## src/rtl/lcd_ctrl.sv

```systemverilog
// rtl/lcd_ctrl.sv - HD44780-style character LCD write sequencer with optional power-up init
module lcd_ctrl #(
    parameter bit INIT_EN = 1'b1,
    parameter int T_PWRUP = 750000,
    parameter int T_SETUP = 4,
    parameter int T_EN    = 12,
    parameter int T_HOLD  = 2,
    parameter int T_CMD   = 2000,
    parameter int T_CLR   = 82000
) (
    input  logic        i_clk,
    input  logic        i_rst,
    input  logic        i_req_valid,
    output logic        o_req_ready,
    input  logic        i_req_rs,
    input  logic [7:0]  i_req_data,
    output logic        o_busy,
    output logic [31:0] o_io_lcd
);

    localparam int T_MAX = (T_PWRUP > T_CLR) ? T_PWRUP : T_CLR;
    localparam int CW    = $clog2(T_MAX) + 1;

    // Each timed state is entered with its duration minus one and leaves at zero.
    localparam logic [CW-1:0] L_PWRUP = CW'(T_PWRUP - 1);
    localparam logic [CW-1:0] L_SETUP = CW'(T_SETUP - 1);
    localparam logic [CW-1:0] L_EN    = CW'(T_EN - 1);
    localparam logic [CW-1:0] L_HOLD  = CW'(T_HOLD - 1);
    localparam logic [CW-1:0] L_CMD   = CW'(T_CMD - 1);
    localparam logic [CW-1:0] L_CLR   = CW'(T_CLR - 1);

    typedef enum logic [2:0] {
        S_PWRUP,
        S_INIT,
        S_IDLE,
        S_SETUP,
        S_ENH,
        S_HOLD,
        S_WAIT
    } state_t;

    state_t        state;
    logic [CW-1:0] cnt;
    logic          on;
    logic          en;
    logic          rs;
    logic [7:0]    data;
    logic          ready;
    logic [1:0]    init_idx;
    logic          init_busy;
    logic          long_wait;

    function automatic logic [7:0] init_byte(input logic [1:0] idx);
        case (idx)
            2'd0:    return 8'h38;
            2'd1:    return 8'h0C;
            2'd2:    return 8'h01;
            default: return 8'h06;
        endcase
    endfunction

    // Clear and return-home commands need the long execution time.
    assign long_wait = !rs && (data == 8'h01 || data == 8'h02 || data == 8'h03);

    always_ff @(posedge i_clk) begin
        if (i_rst) begin
            state     <= S_PWRUP;
            cnt       <= L_PWRUP;
            on        <= 1'b0;
            en        <= 1'b0;
            rs        <= 1'b0;
            data      <= 8'h00;
            ready     <= 1'b0;
            init_idx  <= 2'd0;
            init_busy <= 1'b0;
        end else begin
            on <= 1'b1;
            case (state)
                S_PWRUP: begin
                    if (!INIT_EN) begin
                        state <= S_IDLE;
                        ready <= 1'b1;
                    end else if (cnt == '0) begin
                        state     <= S_INIT;
                        init_busy <= 1'b1;
                        init_idx  <= 2'd0;
                    end else begin
                        cnt <= cnt - 1'b1;
                    end
                end
                S_INIT: begin
                    rs    <= 1'b0;
                    data  <= init_byte(init_idx);
                    cnt   <= L_SETUP;
                    state <= S_SETUP;
                end
                S_IDLE: begin
                    if (i_req_valid) begin
                        rs    <= i_req_rs;
                        data  <= i_req_data;
                        ready <= 1'b0;
                        cnt   <= L_SETUP;
                        state <= S_SETUP;
                    end
                end
                S_SETUP: begin
                    if (cnt == '0) begin
                        en    <= 1'b1;
                        cnt   <= L_EN;
                        state <= S_ENH;
                    end else begin
                        cnt <= cnt - 1'b1;
                    end
                end
                S_ENH: begin
                    if (cnt == '0) begin
                        en    <= 1'b0;
                        cnt   <= L_HOLD;
                        state <= S_HOLD;
                    end else begin
                        cnt <= cnt - 1'b1;
                    end
                end
                S_HOLD: begin
                    if (cnt == '0) begin
                        cnt   <= long_wait ? L_CLR : L_CMD;
                        state <= S_WAIT;
                    end else begin
                        cnt <= cnt - 1'b1;
                    end
                end
                S_WAIT: begin
                    if (cnt == '0) begin
                        if (init_busy && init_idx != 2'd3) begin
                            init_idx <= init_idx + 2'd1;
                            state    <= S_INIT;
                        end else begin
                            init_busy <= 1'b0;
                            ready     <= 1'b1;
                            state     <= S_IDLE;
                        end
                    end else begin
                        cnt <= cnt - 1'b1;
                    end
                end
                default: state <= S_PWRUP;
            endcase
        end
    end

    assign o_req_ready = ready;
    assign o_busy      = ~ready;
    assign o_io_lcd    = {on, 20'b0, en, rs, 1'b0, data};

endmodule
```

## config.mk

```make
export PLATFORM = sky130hd
export DESIGN_NAME = lcd_ctrl
export DESIGN_NICKNAME = d
export VERILOG_FILES = /design/src/rtl/lcd_ctrl.sv
export SDC_FILE = /design/constraint.sdc
export NUM_CORES = 1
export LEC_CHECK = 0
export CORE_MARGIN = 3
export CORE_UTILIZATION = 25
export CTS_BUF_LIST = sky130_fd_sc_hd__clkbuf_8
export DETAILED_ROUTE_END_ITERATION = 12
export PLACE_DENSITY_LB_ADDON = 0.15
export RECOVER_POWER = 25
export SYNTH_ARGS = -nofsm -noshare
export SYNTH_HDL_FRONTEND = slang
export SYNTH_SLANG_ARGS = --single-unit
```

## constraint.sdc

```tcl
create_clock -name i_clk -period 2.9 [get_ports i_clk]
set_input_delay 0.87 -clock i_clk [delete_from_list [all_inputs] [get_ports i_clk]]
set_output_delay 0.87 -clock i_clk [all_outputs]
set_load 0.01 [all_outputs]
```

; Word level (Yosys, flattened, before mapping)
; Cells that the tools add are included.
[word_totals]
regBits = 39
out_inout_bits = 34
wordCells = 89
inputBits = 12
[op_classes]
muxes = 35
bitwise_logic = 1
addsub = 2
eq_ne = 21
n_reduce_logical = 21
[op_table]
columns = cell, n
row1 = $pmux W21 S6, 1
row2 = $mux W21, 5
row3 = $logic_not A21 Y1, 1
row4 = $pmux W3 S7, 1
row5 = $sub A21 B1 Y21 const B, 1
row6 = $ne A2 B2 Y1 const B, 10
row7 = $mux W3, 6
row8 = $pmux W6 S3, 1
row9 = $mux W17, 1
row10 = $eq A8 B2 Y1 const B, 2
row11 = $pmux W8 S2, 1
row12 = $reduce_and A4 Y1, 3
row13 = $eq A3 B3 Y1 const B, 3
row14 = $mux W1, 9
row15 = $eq A8 B1 Y1 const B, 1
row16 = $mux W2, 4
row17 = $mux W8, 1
row18 = $pmux W1 S2, 4
row19 = $reduce_bool A2 Y1, 4
row20 = $eq A3 B2 Y1 const B, 2
row21 = $reduce_and A3 Y1, 2
row22 = $reduce_and A6 Y1, 1
row23 = $reduce_bool A6 Y1, 1
row24 = $pmux W2 S2, 1
row25 = 12 further kinds, 14

; Depth between registers and ports, before layout
[logic_depth]
word_depth = 7
mapped_depth = 9
ltp_nobuf = 8

; Worst setup path before layout
; OpenSTA, ideal clock, no wires.
[synth_timing]
path_kind = input -> register
from = in i_req_valid
to = reg cnt[3]
setup_time_ps = 122
arrival_ps = 2062
required_ps = 2778
path_stages = 6
path_buffers = 2
slack_ps = 716
path_cell_list = inv_1 > a32o_1 > clkbuf_1 > or2_2 > buf_2 > a221o_1
[synth_via]
elab_chain_cells = 2
[synth_lines]
columns = item, line
row1 = from (decl), 13  ; input logic i_req_valid,
row2 = $ne A2 B2 Y1 (no line), n/a
row3 = $reduce_and A3 Y1 (no line), n/a
row4 = to (signal assigned), 88  ; cnt <= cnt - 1'b1;
row5 = to (signal assigned), 112  ; cnt <= cnt - 1'b1;
row6 = to (signal assigned), 121  ; cnt <= cnt - 1'b1;
row7 = to (decl), 43  ; logic [CW-1:0] cnt;
; No other way between the ends.
; A chain may end at the register's enable or synchronous reset.

; Worst setup path after layout
[layout_timing]
from = reg cnt[0]
to = reg cnt[1]
[layout_via]
elab_chain_cells = 3
word_cells_on_any_way = 9
classes_between = 1 x add/sub / 1 x eq/ne / 5 x mux / 2 x reduce/logical
[layout_lines]
columns = item, line
row1 = $sub A21 B1 Y21 / $logic_not A21 Y1 (equally long branches), n/a
row2 = "$mux W21, or another cell as far along", "83, 133"
row3 = $pmux W21 S6 / $reduce_and A3 Y1 (equally long branches), n/a
; Parallel ways exist; a longest one is shown, timed or not. The select of a mux whose other input is x is not followed.

==> impl_summary.txt <==
----------------------------------------------------
[Cells and area]
  # diodes ... 0
  Layout cells sized above 1 ... a little over a tenth
  Filler-free cell count of the finished design ... around 500
  Net count, final ... 379
  Area growth from synthesis to layout ... 17.03%
  Cell area after layout ... 3044 sq um

[STA]
  Fmax ... 383.1 MHz
  Setup violation total in the final timing report ... 0
  Post-route clock skew ... just under 0.004 ns
  Fin crit share ... between 90% and 100%
  Least-Margin Pin Slew ... 0.6016 ns
  Setup TNS Final ... 0 ns
  Setup repair after global routing missed its margin ... no
  Relative max-transition margin ... 59.84%
  Min Tclk post-route ... about 2.6 ns
  Max-slew violation count ... 0
  Endpoints failing hold ... 0

[Placed design]
  Quantity of I/O buffers inserted on ports ... 24
  Total instance count after detailed placement ... 487
  HPWL reported at the end of detailed placement ... 5697 um
  Post-DP Area ... 2963 sq um
  Final GP Congestion ... 0.8165

[Worst hold path]
  Worst hold path endpoint ... data[2]
  Startpoint of the worst hold path ... data[2]
  Cell depth of the worst min-delay path ... 2
  Class of the worst hold path ... reg -> reg

[Power and ir drop]
  P_leak ... 1.066 nW
  Total power of the final layout ... 970.0 uW
  Total power per unit cell area ... between 300 and 400 nW/um^2
  Peak ir drop on the vdd network ... 0.0001416 V

[Outcome]
  Status ... finished clean

[Yosys]
  Fraction of the mapped netlist area in simple logic gates ... 28.19%
  Synth unique cells ... between 60 and 70
  Mux contribution to synthesized area ... less than 1%
  Complex-gate fraction of the synthesized area ... 23.62%
  Most used flip-flop cell after synthesis ... dfxtp_1
  Number of standard cells after synthesis ... 334
  Arithmetic-cell share of the synthesized area counting full adders, half adders and majority gates ... ~2.9%
  Main combinational cell family by area after synthesis ... simple AND/OR/NAND/NOR gates
  Post-synth ARST share ... 0%
  Count of synthesis-stage warnings from yosys ... 0
  Fraction of synthesized cell area in xor and xnor cells ... 3.367%
  Share of the yosys chip area belonging to registers ... 30.01%
  EDFF count, synth ... 0
  Yosys reg bits ... 39
  Syn_area_per_cell ... just under 8 sq um
  Post-Syn Area ... 2601 sq um

[Clocking]
  Post-CTS setup buffers ... 0
  Clock latency on the worst-skew pair ... 0.29 ns
  Resize count post-CTS ... 0
  CTS clk-pin slew, worst paths ... around 0.080 ns
  Maximum number of buffers from clock root to sink ... 2
  CTS Root Buffer Type ... clkbuf_8
  Clock tree from TritonCTS ... done
  CTS Hold Buffers Added ... 0
  Total number of clock tree sinks ... 39
  Number of H-tree levels ... 2
  TritonCTS buffer count ... 5

[Global route]
  Pin count of the biggest net entering global routing ... 23
  GR met2 Demand/Resource ... 20.20%
  Overflow after GRT ... 0
  Global Route met1 Usage ... 18.56%
  GRT Overall Usage ... a little over an eighth
  Number of antenna violations at the first check in global routing ... 0
  Global-route wire length before repair ... 11980 um
  Global routing's busiest layer ... met2
  Via count of the first global-routing pass ... 2239
  Routing usage on met3 ... 2.209%

[Route]
  Avg WL per Cell ... 15.31 um
  Post-Route WL ... 7576 um
  Count of vias placed by the detailed router ... about 2500
  Detailed Route Iter0 Violations ... 160
  First drt pass iteration count ... 5
  Routed vias/inst ... 5.004
  Residual antenna-violating net count after detailed routing ... 0
  Post-route DRC ... 0

[Critical path]
  Category of the critical setup timing path ... reg -> reg
  CP endpoint kind ... flip-flop
  Setup slack on the worst flop-to-flop path ... 0.29 ns
  Startpoint of the most critical register-to-register path ... cnt[0]
  Worst endpoint required time ... 3.14 ns
  End of the worst register-to-register path ... cnt[1]
  Worst Reg-to-Reg Cells ... 8
  Largest fanout of any net on the critical path ... 8
  Crit path launch type ... flip-flop
  Arrival time of the worst setup path ... 2.85 ns

[Flow run]
  Number of violations of the max-capacitance limit ... 0

[Floorplan]
  Rows ... 36
  Die Width ... around 110 um
  Effective utilization at floorplan ... 26.13%
  Boundary Pins ... 46
  Die Y-Extent ... 108.0 um
  Total core area ... 9955 sq um
  Die outline area ... 11670 sq um

----------------------------------------------------
==> cells in the mapped netlist (5+ instances only) <==
library cell	number	area share (%)
ha_1	6	2.9
dfxtp_1	39	30
inv_1	11	1.6
clkbuf_1	13	1.9
xnor2_1	9	3.0
o21ai_0	26	5.0
nand2_1	20	2.9
buf_4	25	7.2
nor2_1	37	5.3
nand2b_1	6	1.4
o211ai_1	5	1.4
a311oi_1	5	1.7
nor4_1	8	1.9
a211oi_1	6	1.7
a21oi_1	16	3.1
nand3_1	9	1.7
or3_1	6	1.4
nor3_1	17	3.3
==> worst max path at each step <==
stage                      from  endpoint  slack [ns]  cells after the start
floorplan           i_req_valid    cnt[3]        0.72                      6
finish                   cnt[0]    cnt[1]        0.29                      8
CTS                      cnt[0]    cnt[2]        0.36                      8
global placement    i_req_valid    cnt[8]        0.22                      6
global route             cnt[0]    cnt[1]        0.13                      8
detailed placement  i_req_valid    cnt[8]        0.18                      6
==> per-stage QoR <==
| step | utilization, % | worst slack, ns | hold slack (ns) |
|---|---|---|---|
| after global placement | 29.76 | 0.2157 | 0.4681 |
| after global routing | 30.58 | 0.1264 | 0.5006 |
| final | 30.58 | 0.2898 | 0.4761 |
| after CTS | 30.58 | 0.3635 | 0.4798 |
| after detailed placement | 29.76 | 0.1842 | 0.4650 |
| after floorplan | - | 0.7156 | 0.4643 |
==> worst max-delay path, stage by stage, from the launching register on <==
cell	delay, ns
dfxtp_1	0.35
inv_1	0.09
ha_1	0.14
nor4b_2	0.40
nand4_1	0.44
o21ai_0	0.52
o21ai_0	0.20
a211oi_1	0.28
a211o_1	0.13
==> layout by cell type (no fill, tap or decap), drive strengths merged, types with 2 or more instances in the layout <==
cell            n
nand4           4
nor2b           3
a211oi          7
a31oi           4
clkdlybuf4s50  11
o211ai          5
clkbuf          5
nor2           37
nand2b          6
nor3           20
and2            3
inv            13
xnor2           9
a22oi           4
dfxtp          39
a21o            3
nor4            9
nor3b           3
a211o           4
buf            18
ha              6
dlygate4sd3    13
o21ai          27
nand2          21
conb           21
a311oi          5
a221oi          2
a21oi          16
nand3           9
a221o           2
or4             2
or3             7
==> kinds of logic (layout without fill, tap and decap cells) <==
group,after synthesis,in the layout
adder cells (fa/ha/maj),6,6
other,1,21
AND/OR/NAND/NOR,133,133
AO/OA/AOI/OAI,91,91
multiplexers,1,1
XOR/XNOR,10,10
buffers and inverters,53,61
flip-flops,39,39
==> report_power, final <==
group          leakage [nW]  switching [mW]  internal, mW
registers             0.316         0.00625         0.540
clock network        0.0505           0.202         0.162
logic                 0.700          0.0344        0.0251
total                  1.07           0.243         0.727
==> layer usage <==
metal,vias up,part of all wire (%)
li1,1233,-
met1,1172,49
met3,8,4.0
met2,64,46
met4,0,1.6
met5,-,0
==> flip-flops by register name (all words and copies together), names as in the netlist <==
name / count
o_req_ready: 1
en: 1
on: 1
rs: 1
cnt: 21
init_busy: 1
data: 8
state: 3
init_idx: 2
==> cell type report <==
class / count / area (sq um)
multi-input cells: 262 / 1599
repair buffers: 42 / 375.4
clock inverters: 3 / 12.51
well taps: 133 / 166.4
clock buffers: 5 / 68.82
flip-flops and latches: 39 / 780.7
fillers: 1057 / 6910
inverters: 11 / 41.29
Power figures use the tool's default switching activity.
